File: src/rtl/spi_slave_responder_if.sv
// Word handshake bundle between the SPI responder and its local producer/consumer.
// Latency: n/a (wires only).
// Backpressure: request side gated by request_enq__RDY, response side by response_enq__RDY.
interface spi_slave_responder_if #(
    parameter int WIDTH = 26
);
    logic             request_enq__ENA;
    logic [WIDTH-1:0] request_enq_v;
    logic             request_enq__RDY;
    logic             response_enq__ENA;
    logic [WIDTH-1:0] response_enq_v;
    logic             response_enq__RDY;

    // Responder side: accepts tx words, produces rx words.
    modport slave (
        input  request_enq__ENA,
        input  request_enq_v,
        output request_enq__RDY,
        output response_enq__ENA,
        output response_enq_v,
        input  response_enq__RDY
    );

    // Local user side: offers tx words, consumes rx words.
    modport master (
        output request_enq__ENA,
        output request_enq_v,
        input  request_enq__RDY,
        input  response_enq__ENA,
        input  response_enq_v,
        output response_enq__RDY
    );
endinterface

File: src/rtl/spi_slave_responder.sv
// SPI mode-0 target: oversampled sclk/cs_n/mosi, MSB-first WIDTH-bit words in and out.
// Latency: SYNC_STAGES+1 CLK cycles from a pin edge to its effect; rx word visible 1 cycle after completion.
// Backpressure: one-deep tx/rx holding registers; empty tx gives underrun, full rx drops the word with overrun.
module spi_slave_responder #(
    parameter int WIDTH       = 26,
    parameter int SYNC_STAGES = 2
) (
    input  logic                  CLK,
    input  logic                  RST,
    input  logic                  sclk,
    input  logic                  cs_n,
    input  logic                  mosi,
    output logic                  miso,
    output logic                  overrun,
    output logic                  underrun,
    spi_slave_responder_if.slave  bus
);
    localparam int CW = $clog2(WIDTH) + 1;

    typedef enum logic {IDLE, ACTIVE} state_t;

    logic [SYNC_STAGES-1:0] sclk_q, cs_q, mosi_q;
    logic                   sclk_d, cs_d;
    // live[k] set once synchronizer stage k (k = SYNC_STAGES is the delay flop)
    // holds a genuine pin sample rather than its reset value.
    logic [SYNC_STAGES:0]   live;

    state_t           state;
    logic [WIDTH-1:0] txshift, rxshift, txbuf, rxbuf;
    logic [CW-1:0]    count;
    logic             reload, txvalid, rxvalid;

    logic             sclk_s, cs_s, mosi_s;
    logic             sclk_rise, sclk_fall, cs_fall, cs_rise, rx_take;
    logic [WIDTH-1:0] rx_next;

    assign sclk_s    = sclk_q[SYNC_STAGES-1];
    assign cs_s      = cs_q[SYNC_STAGES-1];
    assign mosi_s    = mosi_q[SYNC_STAGES-1];
    assign sclk_rise = sclk_s & ~sclk_d;
    assign sclk_fall = ~sclk_s & sclk_d;
    // A select that was already low when reset lifted must not look like a new frame.
    assign cs_fall   = live[SYNC_STAGES] & cs_d & ~cs_s;
    assign cs_rise   = cs_s & ~cs_d;
    assign rx_next   = {rxshift[WIDTH-2:0], mosi_s};

    assign bus.request_enq__RDY  = ~txvalid;
    assign bus.response_enq_v    = rxbuf;
    assign bus.response_enq__ENA = rxvalid & bus.response_enq__RDY;
    assign rx_take               = bus.response_enq__ENA;
    assign miso                  = (state == ACTIVE) ? txshift[WIDTH-1] : 1'b0;

    // Bring the asynchronous SPI pins into the CLK domain and keep one delay flop for edge detection.
    always_ff @(posedge CLK) begin
        if (RST) begin
            sclk_q <= '0;
            cs_q   <= '1;
            mosi_q <= '0;
            sclk_d <= 1'b0;
            cs_d   <= 1'b1;
            live   <= '0;
        end else begin
            sclk_q <= {sclk_q[SYNC_STAGES-2:0], sclk};
            cs_q   <= {cs_q[SYNC_STAGES-2:0], cs_n};
            mosi_q <= {mosi_q[SYNC_STAGES-2:0], mosi};
            sclk_d <= sclk_s;
            cs_d   <= cs_s;
            live   <= {live[SYNC_STAGES-1:0], 1'b1};
        end
    end

    // Frame state machine with the tx/rx holding registers and the status pulses.
    always_ff @(posedge CLK) begin
        if (RST) begin
            state    <= IDLE;
            txshift  <= '0;
            rxshift  <= '0;
            txbuf    <= '0;
            rxbuf    <= '0;
            count    <= '0;
            reload   <= 1'b0;
            txvalid  <= 1'b0;
            rxvalid  <= 1'b0;
            overrun  <= 1'b0;
            underrun <= 1'b0;
        end else begin
            overrun  <= 1'b0;
            underrun <= 1'b0;

            // Only an empty holding register accepts; a same-cycle load can only hit a full one.
            if (bus.request_enq__ENA && !txvalid) begin
                txbuf   <= bus.request_enq_v;
                txvalid <= 1'b1;
            end
            if (rx_take) begin
                rxvalid <= 1'b0;
            end

            case (state)
                IDLE: begin
                    if (cs_fall) begin
                        state  <= ACTIVE;
                        count  <= '0;
                        reload <= 1'b0;
                        if (txvalid) begin
                            txshift <= txbuf;
                            txvalid <= 1'b0;
                        end else begin
                            txshift  <= '0;
                            underrun <= 1'b1;
                        end
                    end
                end
                ACTIVE: begin
                    if (cs_rise) begin
                        // Deselect wins over any sclk edge; a partial word is silently dropped.
                        state   <= IDLE;
                        count   <= '0;
                        reload  <= 1'b0;
                        txshift <= '0;
                    end else if (sclk_rise) begin
                        rxshift <= rx_next;
                        if (count == CW'(WIDTH - 1)) begin
                            count  <= '0;
                            reload <= 1'b1;
                            if (!rxvalid || rx_take) begin
                                rxbuf   <= rx_next;
                                rxvalid <= 1'b1;
                            end else begin
                                overrun <= 1'b1;
                            end
                        end else begin
                            count <= count + CW'(1);
                        end
                    end else if (sclk_fall) begin
                        if (reload) begin
                            reload <= 1'b0;
                            if (txvalid) begin
                                txshift <= txbuf;
                                txvalid <= 1'b0;
                            end else begin
                                txshift  <= '0;
                                underrun <= 1'b1;
                            end
                        end else begin
                            txshift <= {txshift[WIDTH-2:0], 1'b0};
                        end
                    end
                end
                default: state <= IDLE;
            endcase
        end
    end
endmodule
File: src/flat_wrapper.sv
// flat-port wrapper written by rule: the top's interface ports become plain ports
module spi_slave_responder_flat 
#(
    parameter int WIDTH       = 26,
    parameter int SYNC_STAGES = 2
)
  (CLK, RST, sclk, cs_n, mosi, miso, overrun, underrun, bus_request_enq__ENA, bus_request_enq_v, bus_request_enq__RDY, bus_response_enq__ENA, bus_response_enq_v, bus_response_enq__RDY);
  spi_slave_responder_if #(.WIDTH(WIDTH)) bus_i ();
  input  logic CLK;
  input  logic RST;
  input  logic sclk;
  input  logic cs_n;
  input  logic mosi;
  output logic miso;
  output logic overrun;
  output logic underrun;
  input wire logic [$bits(bus_i.request_enq__ENA)-1:0] bus_request_enq__ENA;
  input wire logic [$bits(bus_i.request_enq_v)-1:0] bus_request_enq_v;
  output wire logic [$bits(bus_i.request_enq__RDY)-1:0] bus_request_enq__RDY;
  output wire logic [$bits(bus_i.response_enq__ENA)-1:0] bus_response_enq__ENA;
  output wire logic [$bits(bus_i.response_enq_v)-1:0] bus_response_enq_v;
  input wire logic [$bits(bus_i.response_enq__RDY)-1:0] bus_response_enq__RDY;
  assign bus_i.request_enq__ENA = bus_request_enq__ENA;
  assign bus_i.request_enq_v = bus_request_enq_v;
  assign bus_request_enq__RDY = bus_i.request_enq__RDY;
  assign bus_response_enq__ENA = bus_i.response_enq__ENA;
  assign bus_response_enq_v = bus_i.response_enq_v;
  assign bus_i.response_enq__RDY = bus_response_enq__RDY;
  spi_slave_responder #(.WIDTH(WIDTH), .SYNC_STAGES(SYNC_STAGES)) u_core (.CLK(CLK), .RST(RST), .sclk(sclk), .cs_n(cs_n), .mosi(mosi), .miso(miso), .overrun(overrun), .underrun(underrun), .bus(bus_i));
endmodule
File: config.mk
export PLATFORM = sky130hd
export DESIGN_NAME = spi_slave_responder_flat
export DESIGN_NICKNAME = d
export VERILOG_FILES = /design/src/rtl/spi_slave_responder_if.sv /design/src/rtl/spi_slave_responder.sv /design/src/flat_wrapper.sv
export SDC_FILE = /design/constraint.sdc
export NUM_CORES = 1
export LEC_CHECK = 0
export CAP_MARGIN = 0
export CORE_MARGIN = 8
export CORE_UTILIZATION = 59
export DETAILED_ROUTE_END_ITERATION = 7
export GPL_TIMING_DRIVEN = 0
export PLACE_DENSITY = 0.94
export SYNTH_ARGS = -nofsm -noshare
export SYNTH_HDL_FRONTEND = slang
export SYNTH_SLANG_ARGS = --single-unit
File: constraint.sdc
create_clock -name CLK -period 5.6 [get_ports CLK]
set_clock_uncertainty 0.05 [all_clocks]
set_input_delay 0.84 -clock CLK [delete_from_list [all_inputs] [get_ports CLK]]
set_output_delay 0.84 -clock CLK [all_outputs]
set_load 0.05 [all_outputs]
==> impl_summary.md, run 1 <==
Pwr
The portion of total power attributed to combinational logic is 4.8%. Registers are responsible for 44.1% of the overall power. The internal power component is 1.61 mW.

The clock network fraction of total power is 51.0%. Across the VDD grid, the largest voltage drop is 303 uV. Net switching is 23.4% of the power. The overall power of the completed layout is 2.10 mW.

The power density of the placed cells is 338 mW/mm^2. The leakage power of the design is 2.17 nW. In this run the power spent charging and discharging nets is 0.490 mW.

STA
The number of failing hold endpoints at the final stage is 0. For this run, the top clock speed supported by timing is 0.314 GHz. The worst hold margin is 0.359 ns.

Dividing the final minimum period by the clock period gives 56.8%. The count of final max-slew check failures is 0. The remaining max-slew budget at the tightest pin is 46.9%. Setup total negative slack on the finished layout was measured at 0 ns. Setup violations remaining at the end of the flow were counted as 0. Setup repair after global routing left no endpoint under its margin.

The clock period minus worst slack is 3.18 ns. The transition time of the tightest slew-check pin is 0.788 ns.

Yosys
The total of flip-flops plus latches after synthesis is 126. The main flop type after synthesis is sky130_fd_sc_hd__dfxtp_1. The synthesized netlist net count is 595. During synthesis, Yosys emitted a total of 0 warnings. The number of distinct standard cells referenced by the synthesized netlist is 39. The number of enable-type register cells in the synthesized netlist is 0. The sequential area share after synthesis is 52.0%. The gate count of the mapped netlist is 560. The post-synthesis area per instance is 8.66 sq um. The cell area after technology mapping is 0.00485 sq mm. The fraction of synthesis flops using an asynchronous set or reset pin is 0%.

Layout
For this run, the number of standard cells in the final layout without fillers is 760. The area added between synthesis and finish is 27.8%. The number of antenna diodes in the final layout is 0. The layout has 507 filler cells.

The final layout contains 677 nets. After routing the design area is 0.00620 sq mm. The proportion of layout cells with a drive suffix above 1 is 7.18%.

Worst setup path
Data on the critical path arrives at its endpoint at 2.29 ns. The class of the most critical setup path is in2out. The kind of start point of the critical path is a primary input. The worst setup path is captured at an output pin. The critical path contains buffers and inverters numbering 2 combined.

The dominant cell type by count on the critical path is sky130_fd_sc_hd__clkdlybuf4s50_1. The slowest stage of the critical path belongs to the cell sky130_fd_sc_hd__clkdlybuf4s50_1. The highest net fanout along the worst path is 2. Traced cell by cell, the critical path runs through clkdlybuf4s50_1 > and2_1 > clkdlybuf4s50_1. For this run, the slowest stage of the critical path takes 0.81 ns. The worst endpoint required time is 4.71 ns.

The register-to-register setup slack is 3.47 ns. Grouping stages by cell kind, the critical path spends the most delay in buffers and inverters.

Routing
The first detailed-routing pass took 5 iterations. Wires add up to 13,300 um. The number of routed nets with antenna violations is 0. The detailed router's first-iteration violation count is 477.

Dividing the detail-routed wire length by the instance count gives 17.5 um. The via count normalized by instance count is 5.98. For this run, design rule violations remaining after detail routing come to 0. The count of vias placed by the detailed router is 4,542.

Floorplanning
The die covers 0.0114 sq mm. The die width is 107 um. The initialized floorplan defines 33 standard-cell rows. After floorplanning, the core was sized to cover 0.00809 sq mm. The number of top-level pins is 64. The starting density of the core is 59.9%. The die height is 107 um.

GRT
The first global-routing pass estimated 21,800 um of wire. The total global-route track usage is 23.6%. The maximum number of pins on one net before global-route repair is 17.

The via count of the first global-routing pass is 4,475. For this run the aggregate overflow at the end of global routing stands at 0. The number of antenna violations at the first check in global routing came to 0.

Placement
The final weighted congestion in routability-driven placement is 0.879. Once placement completed, the tool counted placed cells totaling 728. Port buffering added 63 buffers.

The standard cell area after detailed placement is 0.00561 sq mm. The half-perimeter wire length after placement is 8410 um.

Clock network
After clock tree synthesis, the clock-pin slew on the worst setup and hold paths is 0.06 ns. The number of setup buffers added after CTS is 0. For this design, the sink count on the clock tree is 126. In this run, post-CTS hold repair placed 0 buffers. The number of gates resized after CTS was 0. The maximum root-to-sink buffer count is 2. The H-tree was split into 4 levels. The tree is rooted in a sky130_fd_sc_hd__clkbuf_8. The clock latency on the worst-skew pair is 0.52 ns. TritonCTS created 17 clock buffers. The clock tree from TritonCTS is built.

Outcome
The run finished with clean final reports.

Job
The tool flagged a number of max-cap violations equal to 0.

Worst hold path
The class of the worst hold path is reg2reg.
## placed cells by master, fill, tap and decap left out, types with 7 or more instances in the layout
cell / n
sky130_fd_sc_hd__a21oi_1: 81
sky130_fd_sc_hd__a22oi_1: 27
sky130_fd_sc_hd__clkbuf_1: 33
sky130_fd_sc_hd__clkbuf_16: 16
sky130_fd_sc_hd__clkdlybuf4s50_1: 63
sky130_fd_sc_hd__dfxtp_1: 126
sky130_fd_sc_hd__inv_1: 7
sky130_fd_sc_hd__mux2i_1: 26
sky130_fd_sc_hd__nand2_1: 159
sky130_fd_sc_hd__nor2b_1: 11
sky130_fd_sc_hd__o31ai_1: 27
## power by group through the flow
| stage | sequential [mW] | clock, mW | combinational, mW |
|---|---|---|---|
| floorplan | 0.942 | 0 | 0.0555 |
| global placement | 0.944 | 0 | 0.0935 |
| CTS | 0.926 | 1.07 | 0.0998 |
| detailed placement | 0.945 | 0 | 0.0975 |
| finish | 0.926 | 1.07 | 0.101 |
| global route | 0.927 | 1.11 | 0.111 |
## state kept, by name, indices dropped and copies added (netlist names), 2 cells and up
signal / flops
u_core.bus.response_enq_v: 26
u_core.txshift: 26
u_core.rxshift: 25
u_core.cs_q: 2
u_core.count: 6
u_core.live: 3
u_core.mosi_q: 2
u_core.sclk_q: 2
u_core.txbuf: 26
## cell type report
type | count | area (sq um) | area share (%)
sequential | 126 | 2520 | 40.7
inverter | 8 | 30.0 | 0.484
clock buffer | 18 | 428 | 6.90
clock inverter | 14 | 159 | 2.56
tap | 105 | 131 | 2.12
buffer | 45 | 215 | 3.47
timing repair buffer | 63 | 631 | 10.2
multi-input combinational | 381 | 2080 | 33.6
## worst register-to-register path, delay by kind of cell (launching register included)
family                 cells  cell delay (ns)
AO/OA/AOI/OAI              2             0.27
AND/OR/NAND/NOR            2             0.43
buffers and inverters      3             0.85
flip-flops                 1             0.40
## kinds of logic after synthesis
group | synth area share [%]
and+or+nand+nor | 18.2
AOI/OAI and AO/OA | 18.8
buffers and inverters | 5.06
DFF | 52.0
muxes | 5.36
adders and majority gates | 0.516
## Yosys cell counts (4+ instances only)
master	instances	share of area [%]
sky130_fd_sc_hd__nand2_1	159	12
sky130_fd_sc_hd__dfxtp_1	126	52
sky130_fd_sc_hd__a21oi_1	81	8.4
sky130_fd_sc_hd__clkbuf_1	33	2.6
sky130_fd_sc_hd__a22oi_1	27	4.2
sky130_fd_sc_hd__o31ai_1	27	4.2
sky130_fd_sc_hd__mux2i_1	26	5.4
sky130_fd_sc_hd__nor2b_1	11	1.4
sky130_fd_sc_hd__inv_1	7	0.54
sky130_fd_sc_hd__buf_2	5	0.52
sky130_fd_sc_hd__nand3_1	5	0.52
sky130_fd_sc_hd__buf_1	4	0.31
sky130_fd_sc_hd__nor2_1	4	0.31
sky130_fd_sc_hd__or2_2	4	0.52
## worst paths after layout
path                                       startpoint                    end  cells after the start
worst max-delay path            bus_response_enq__RDY  bus_response_enq__ENA                      3
worst min-delay path                   u_core.cs_q[0]         u_core.cs_q[1]                      1
worst max register to register         u_core.cs_q[1]      u_core.txshift[7]                      7
worst min register to register         u_core.cs_q[0]         u_core.cs_q[1]                      1
## metrics by stage
step,util (%),worst slack (ns)
after floorplan,-,3.46
after CTS,76.6,2.42
after detailed placement,69.4,2.43
after global placement,69.4,2.46
after global routing,76.6,2.40
final,76.6,2.42
## per-layer routing
layer	up-vias	share of wire (%)	track usage, %	routed length (um)
met5	-	0	0	0
met4	0	2.9	10.2	380
met3	47	6.9	5.52	915
met2	246	51	41.6	6840
met1	2153	39	26.6	5190
li1	2096	-	-	-
No activity file was read; power rests on OpenSTA's default activity.
==> run 2: changes to the inputs <==
--- a/config.mk
+++ b/config.mk
@@ -7,10 +7,10 @@
 export LEC_CHECK = 0
 export CAP_MARGIN = 0
 export CORE_MARGIN = 8
-export CORE_UTILIZATION = 59
+export CORE_UTILIZATION = 49
 export DETAILED_ROUTE_END_ITERATION = 7
 export GPL_TIMING_DRIVEN = 0
-export PLACE_DENSITY = 0.94
+export PLACE_DENSITY = 0.84
 export SYNTH_ARGS = -nofsm -noshare
 export SYNTH_HDL_FRONTEND = slang
 export SYNTH_SLANG_ARGS = --single-unit
==> constraint.sdc (replaced) <==
create_clock -name CLK -period 2.8 [get_ports CLK]
set_clock_uncertainty 0.05 [all_clocks]
set_input_delay 0.42 -clock CLK [delete_from_list [all_inputs] [get_ports CLK]]
set_output_delay 0.42 -clock CLK [all_outputs]
set_load 0.05 [all_outputs]
==> run 2 against run 1 <==
Critical path depth did not move. Final area fell by 0.38%. Critical path type is now reg2out. Utilization fell by 13 points. Die area rose by 17%.
==> impl_summary.md, run 2 (synthesis gave the netlist of run 1 again) <==
Clock network
The total CTS buffers was 17 (unchanged). The cell at the root of the clock tree is sky130_fd_sc_hd__clkbuf_8 (unchanged). The CTS sink count is 126 (unchanged). The maximum root-to-sink buffer count is 2 (unchanged). The clock tree from TritonCTS was built (unchanged).

The number of resized instances in the post-cts repair step was 0 (unchanged). The number of H-tree branching levels is 4 (unchanged). The number of setup buffers added after CTS is 0 (unchanged). The cts-stage hold buffer count was 0 (unchanged). The clock input transition at the sequential cells of the worst setup and hold paths is 0.06 ns (about the same). The clock latency on the worst-skew pair was 0.53 ns (was 0.52 ns).

STA
The transition time of the tightest slew-check pin came to 0.712 ns (was 0.788 ns). The remaining max-slew budget at the tightest pin is 52.1% (was 46.9%). The count of final max-slew check failures is 0 (unchanged). Counting I/O delays and the setup requirement, the final critical path takes 2.62 ns. The portion of the clock cycle consumed by the worst path in the final layout is 93.7%. The worst hold margin is 0.359 ns (about the same). The final total negative setup slack came to 0 ns (unchanged).

The number of failing hold endpoints at the final stage is 0 (unchanged). Unrepaired setup endpoints after global routing: false (unchanged). Static timing analysis puts the maximum clock frequency at 0.381 GHz. The final-report setup violation count is 0 (unchanged).

Layout
The number of fillers in the final layout came to 789 (was 507). The total number of nets in the final design was 677 (unchanged). The commonest non-fill, non-tap cell in the layout was sky130_fd_sc_hd__nand2_1 (unchanged). The number of inserted diodes came to 0 (unchanged). The proportion of layout cells with a drive suffix above 1 is 7.02% (was 7.18%). Commonest cells after routing, fill and taps aside: 159 x sky130_fd_sc_hd__nand2_1, 126 x sky130_fd_sc_hd__dfxtp_1, 81 x sky130_fd_sc_hd__a21oi_1 (unchanged). The area added between synthesis and finish is 27.3% (was 27.8%). The post-route core utilization is 63.8% (was 76.6%).

Floorplanning
The die width came to 115 um (was 107 um). The die footprint is 0.0133 sq mm (was 0.0114 sq mm). The number of core rows was 36 (was 33). The starting density of the core is 50.1% (was 59.9%). The area of the core is 0.00968 sq mm (was 0.00809 sq mm). The number of top-level pins came to 64 (unchanged). The die height came to 115 um (was 107 um).

Job
The max-capacitance violation count is 0 (unchanged).

Worst setup path
The worst endpoint required time was 2.33 ns (was 4.71 ns). The highest net fanout along the worst path is 10 (was 2). The kind of start point of the critical path is a flip-flop (was primary input). The class of the most critical setup path is reg2out (was in2out).

The cell type group with the largest total delay on the critical path is buffers and inverters (unchanged). The number of buffers and inverters on the critical path is 2 (unchanged). The slowest cell on the critical path is sky130_fd_sc_hd__clkdlybuf4s50_1 (unchanged). The data arrival time at the worst-slack endpoint is 2.15 ns (was 2.29 ns). Cell Chain, Critical Path: buf_2 > and2_1 > clkdlybuf4s50_1 (was clkdlybuf4s50_1 > and2_1 > clkdlybuf4s50_1). The maximum single-stage delay on the critical path is 0.81 ns (about the same).

The category of the worst setup path capture point is an output pin (unchanged).

Routing
The count of vias placed by the detailed router came to 4,317 (was 4,542). The average wire length per cell after detail routing came to 15.0 um (was 17.5 um). The via count normalized by instance count is 5.48 (was 5.98). The length of the first detailed-routing pass in iterations is 6 (was 5). The total wirelength of the detailed-routed design is 11,800 um (was 13,300 um). The number of routed nets with antenna violations is 0 (unchanged). The detailed-route DRC error count was 0 (unchanged). The detailed router's first-iteration violation count came to 392 (was 477).

Placement
The half-perimeter wire length after placement came to 8050 um (was 8410 um). The final weighted congestion in routability-driven placement is 0.802 (was 0.879). The port buffer count was 63 (unchanged).

GRT
The via count of the first global-routing pass is 4,295 (was 4,475). The maximum number of pins on one net before global-route repair is 17 (unchanged). The global route total overflow is 0 (unchanged). The total global-route track usage came to 18.2% (was 23.6%).

The number of antenna violations at the first check in global routing is 0 (unchanged). The first-pass GRT wire length is 19,400 um (was 21,800 um).

Worst hold path
The class of the worst hold path is reg2reg (unchanged).

Pwr
The overall power of the completed layout was 3.99 mW (was 2.10 mW). The leakage power of the design is 2.14 nW (was 2.17 nW). The maximum VDD drop was 405 uV (was 303 uV). The power density of the placed cells is 645 mW/mm^2 (was 338 mW/mm^2).

Outcome
Run status: finished, final reports clean (unchanged).
-- run 2: cell types whose count changed in the layout (fill, tap and decap cells not counted) --
cell / change
sky130_fd_sc_hd__inv_6: +2
sky130_fd_sc_hd__clkbuf_8: -1
sky130_fd_sc_hd__bufinv_16: -2
sky130_fd_sc_hd__clkbuf_1: +1
sky130_fd_sc_hd__clkinv_4: -3
sky130_fd_sc_hd__clkinvlp_4: +2
sky130_fd_sc_hd__clkinv_2: +1
-- run 2: worst paths after layout --
path                    from                       endpoint  slack, ns  depth (start not counted)
max             u_core.state                           miso       0.18                          3
max reg2reg  u_core.count[0]  u_core.bus.response_enq_v[19]       0.72                          7
min           u_core.cs_q[0]                 u_core.cs_q[1]       0.36                          1
min reg2reg   u_core.cs_q[0]                 u_core.cs_q[1]       0.36                          1
-- run 2: final cells by class --
| type | instances | area, sq um | area share (%) |
|---|---|---|---|
| well taps | 133 | 166 | 2.69 |
| clock inverters | 14 | 110 | 1.78 |
| clock buffers | 18 | 418 | 6.77 |
| plain buffers | 45 | 215 | 3.48 |
| inverters | 8 | 30.0 | 0.486 |
| flip-flops and latches | 126 | 2520 | 40.8 |
| repair buffers | 63 | 631 | 10.2 |
| multi-input cells | 381 | 2080 | 33.7 |
-- run 2: through the flow --
stage          setup slack (ns)  instances  instance area (sq um)
6_report                  0.175        788                   6180
5_1_grt                  0.0940        788                   6180
4_1_cts                   0.178        788                   6180
3_5_place_dp              0.489        756                   5650
3_3_place_gp              0.491        756                   5650
2_1_floorplan             0.940        560                   4850
-- run 2: layer usage --
layer,up-vias,part of all wire [%],global-route usage (%)
li1,2106,-,-
met1,2041,43,20.3
met2,145,49,31.0
met3,25,6.5,6.36
met4,0,1.8,7.18
met5,-,0,0
-- run 2: report_power, final --
group          internal, mW  switching, mW
Clock                  1.10          0.836
Combinational        0.0824          0.117
Sequential             1.83         0.0214
Total                  3.01          0.975
==> run 3: changes to the inputs <==
--- a/config.mk
+++ b/config.mk
@@ -11,6 +11,8 @@
 export DETAILED_ROUTE_END_ITERATION = 7
 export GPL_TIMING_DRIVEN = 0
 export PLACE_DENSITY = 0.84
+export SETUP_SLACK_MARGIN = 0.2
 export SYNTH_ARGS = -nofsm -noshare
 export SYNTH_HDL_FRONTEND = slang
 export SYNTH_SLANG_ARGS = --single-unit
+export TNS_END_PERCENT = 100
==> run 3 against run 2 <==
Worst hold slack unchanged. Register-to-register slack about the same. Fmax increased by 12%. Critical endpoint unchanged. First-iteration DRC count unchanged.
==> impl_summary.md, run 3 (synthesis gave the netlist of run 1 again) <==
Outcome
Run status: finished, final reports clean (unchanged).

Worst setup path
The cell type group with the largest total delay on the critical path is buffers and inverters (unchanged). The maximum single-stage delay on the critical path is 0.54 ns (was 0.81 ns). The worst endpoint required time came to 2.33 ns (about the same). The cell depth of the worst flop-to-flop path is 7 (unchanged).

The worst setup path startpoint is u_core.state (unchanged). The highest net fanout along the worst path is 10 (unchanged). The worst flop-to-flop path startpoint is u_core.count[0] (unchanged). The data arrival time at the worst-slack endpoint is 1.88 ns (was 2.15 ns). Cell Chain, Critical Path: buf_2 > and2_1 > dlygate4sd2_1 (was buf_2 > and2_1 > clkdlybuf4s50_1). The class of the most critical setup path is reg2out (unchanged).

The number of buffers and inverters on the critical path is 2 (unchanged). The kind of start point of the critical path is a flip-flop (unchanged). The register-to-register setup slack came to 0.72 ns (about the same). The category of the worst setup path capture point is an output pin (unchanged). The worst reg2reg path endpoint is u_core.bus.response_enq_v[19] (unchanged).

The slowest cell on the critical path is sky130_fd_sc_hd__dlygate4sd2_1 (was sky130_fd_sc_hd__clkdlybuf4s50_1). The number of gates on the worst path with buffers counted is 3 (unchanged).

Routing
The average wire length per cell after detail routing was 14.9 um (was 15.0 um). The detailed-route DRC error count is 0 (unchanged). The count of vias placed by the detailed router is 4,317 (unchanged). The length of the first detailed-routing pass in iterations is 5 (was 6). The detailed router's first-iteration violation count is 392 (unchanged). The via count normalized by instance count is 5.48 (unchanged). The number of routed nets with antenna violations is 0 (unchanged). The total wirelength of the detailed-routed design was 11,800 um (about the same).

Layout
The proportion of layout cells with a drive suffix above 1 is 7.02% (unchanged). The total number of nets in the final design is 677 (unchanged). The area added between synthesis and finish is 27.3% (about the same). The number of fillers in the final layout was 790 (was 789). The post-route cell area is 0.00617 sq mm (was 0.00618 sq mm). The commonest non-fill, non-tap cell in the layout was sky130_fd_sc_hd__nand2_1 (unchanged). The post-route core utilization is 63.8% (about the same).

The number of standard cells in the final layout excluding fillers is 788 (unchanged). The number of inserted diodes was 0 (unchanged). Commonest cells after routing, fill and taps aside: 159 x sky130_fd_sc_hd__nand2_1, 126 x sky130_fd_sc_hd__dfxtp_1, 81 x sky130_fd_sc_hd__a21oi_1 (unchanged).

Pwr
The internal power component is 3.01 mW (about the same). The switching power of the nets is 0.974 mW (was 0.975 mW). The power density of the placed cells is 645 mW/mm^2 (about the same).

The portion of total power attributed to combinational logic was 5.0% (about the same). The net switching share of the total power is 24.4% (was 24.5%). The fraction of power consumed by sequential logic was 46.5% (about the same). The clock network fraction of total power is 48.5% (about the same). The leakage power of the design came to 2.15 nW (was 2.14 nW). The overall power of the completed layout is 3.99 mW (about the same).

The maximum VDD drop is 405 uV (about the same).

STA
The setup slack after layout was 0.452 ns (was 0.175 ns). The transition time of the tightest slew-check pin is 0.712 ns (unchanged). The remaining max-slew budget at the tightest pin is 52.1% (unchanged).

The count of final max-slew check failures is 0 (unchanged). The worst hold margin was 0.359 ns (unchanged). The number of failing hold endpoints at the final stage came to 0 (unchanged). The final total negative setup slack is 0 ns (unchanged). The final-report setup violation count is 0 (unchanged).

The clock period minus worst slack came to 2.35 ns (was 2.62 ns). The portion of the clock cycle consumed by the worst path in the final layout is 83.9% (was 93.7%). The maximum operating frequency is 0.426 GHz (was 0.381 GHz). Unrepaired setup endpoints after global routing: false (unchanged).

Placement
The half-perimeter wire length after placement is 8050 um (unchanged). The cell count after placement is 756 (unchanged). The port buffer count is 63 (unchanged). The post-placement worst setup slack is 0.489 ns (unchanged).

The final weighted congestion in routability-driven placement is 0.802 (unchanged). The standard cell area after detailed placement is 0.00565 sq mm (unchanged).

GRT
The total global-route track usage is 18.2% (unchanged). The first-pass GRT wire length came to 19,400 um (unchanged). The number of antenna violations at the first check in global routing is 0 (unchanged). The via count of the first global-routing pass is 4,295 (unchanged). The global route total overflow was 0 (unchanged). The maximum number of pins on one net before global-route repair is 17 (unchanged).

Worst hold path
The worst hold path cell count is 1 (unchanged). The launch instance of the worst min-delay path was u_core.cs_q[0] (unchanged). The endpoint of the worst hold-timing path is u_core.cs_q[1] (unchanged). The class of the worst hold path is reg2reg (unchanged).

Clock network
The number of setup buffers added after CTS is 0 (unchanged). The clock latency on the worst-skew pair is 0.53 ns (about the same). The clock input transition at the sequential cells of the worst setup and hold paths is 0.06 ns (about the same).

The number of H-tree branching levels was 4 (unchanged). The maximum root-to-sink buffer count is 2 (unchanged). The clock tree from TritonCTS is built (unchanged).

The cell at the root of the clock tree is sky130_fd_sc_hd__clkbuf_8 (unchanged). The cts-stage hold buffer count was 0 (unchanged). The CTS sink count is 126 (unchanged).

The number of resized instances in the post-cts repair step was 1 (was 0). The total CTS buffers is 17 (unchanged).

Floorplanning
The die footprint is 0.0133 sq mm (unchanged). The number of core rows is 36 (unchanged). The area of the core is 0.00968 sq mm (unchanged). The die height is 115 um (unchanged). The starting density of the core is 50.1% (unchanged). The number of top-level pins is 64 (unchanged). The die width is 115 um (unchanged).

Job
The max-capacitance violation count is 0 (unchanged).
[run 3: cell count changes in the layout (fill, tap and decap cells not counted), sizes merged]
| cell | before | now |
|---|---|---|
| clkdlybuf4s50 | 63 | 62 |
| dlygate4sd2 | 0 | 1 |
[run 3: power by group through the flow]
| stage | Combinational, mW | Clock, mW | Sequential (mW) |
|---|---|---|---|
| 2_1_floorplan | 0.111 | 0 | 1.88 |
| 3_3_place_gp | 0.190 | 0 | 1.89 |
| 3_5_place_dp | 0.196 | 0 | 1.89 |
| 4_1_cts | 0.198 | 1.95 | 1.85 |
| 5_1_grt | 0.219 | 2.03 | 1.86 |
| 6_report | 0.199 | 1.93 | 1.85 |
[run 3: worst reg2reg max path: stages (launching register included)]
cell and delay, ns:
sky130_fd_sc_hd__dfxtp_1 0.42, sky130_fd_sc_hd__ha_1 0.18, sky130_fd_sc_hd__or4b_1 0.44, sky130_fd_sc_hd__buf_2 0.18
sky130_fd_sc_hd__nor3b_2 0.20, sky130_fd_sc_hd__buf_6 0.19, sky130_fd_sc_hd__buf_12 0.16, sky130_fd_sc_hd__mux2i_1 0.20
[run 3: layout make-up]
cell class,instances,area (sq um),share of cell area (%)
tap,133,166,2.70
buffer,45,215,3.49
multi-input combinational,381,2080,33.7
clock inverter,14,110,1.78
timing repair buffer,63,629,10.2
sequential,126,2520,40.9
clock buffer,18,418,6.77
inverter,8,30.0,0.486
[run 3: layer usage]
metal | global-route usage (%) | part of all wire (%) | vias to the layer above | routed length [um]
met3 | 6.36 | 6.5 | 23 | 763
met2 | 31.0 | 49 | 144 | 5770
met1 | 20.3 | 43 | 2043 | 5020
met5 | 0 | 0 | - | 0
met4 | 7.18 | 1.8 | 0 | 208
li1 | - | - | 2107 | -
[run 3: worst max-delay path by stage]
stage,slack [ns],end
floorplan,0.94,u_core.bus.response_enq_v[10]
global placement,0.49,bus_response_enq__ENA
detailed placement,0.49,bus_response_enq__ENA
CTS,0.45,bus_response_enq__ENA
global route,0.37,miso
finish,0.45,miso
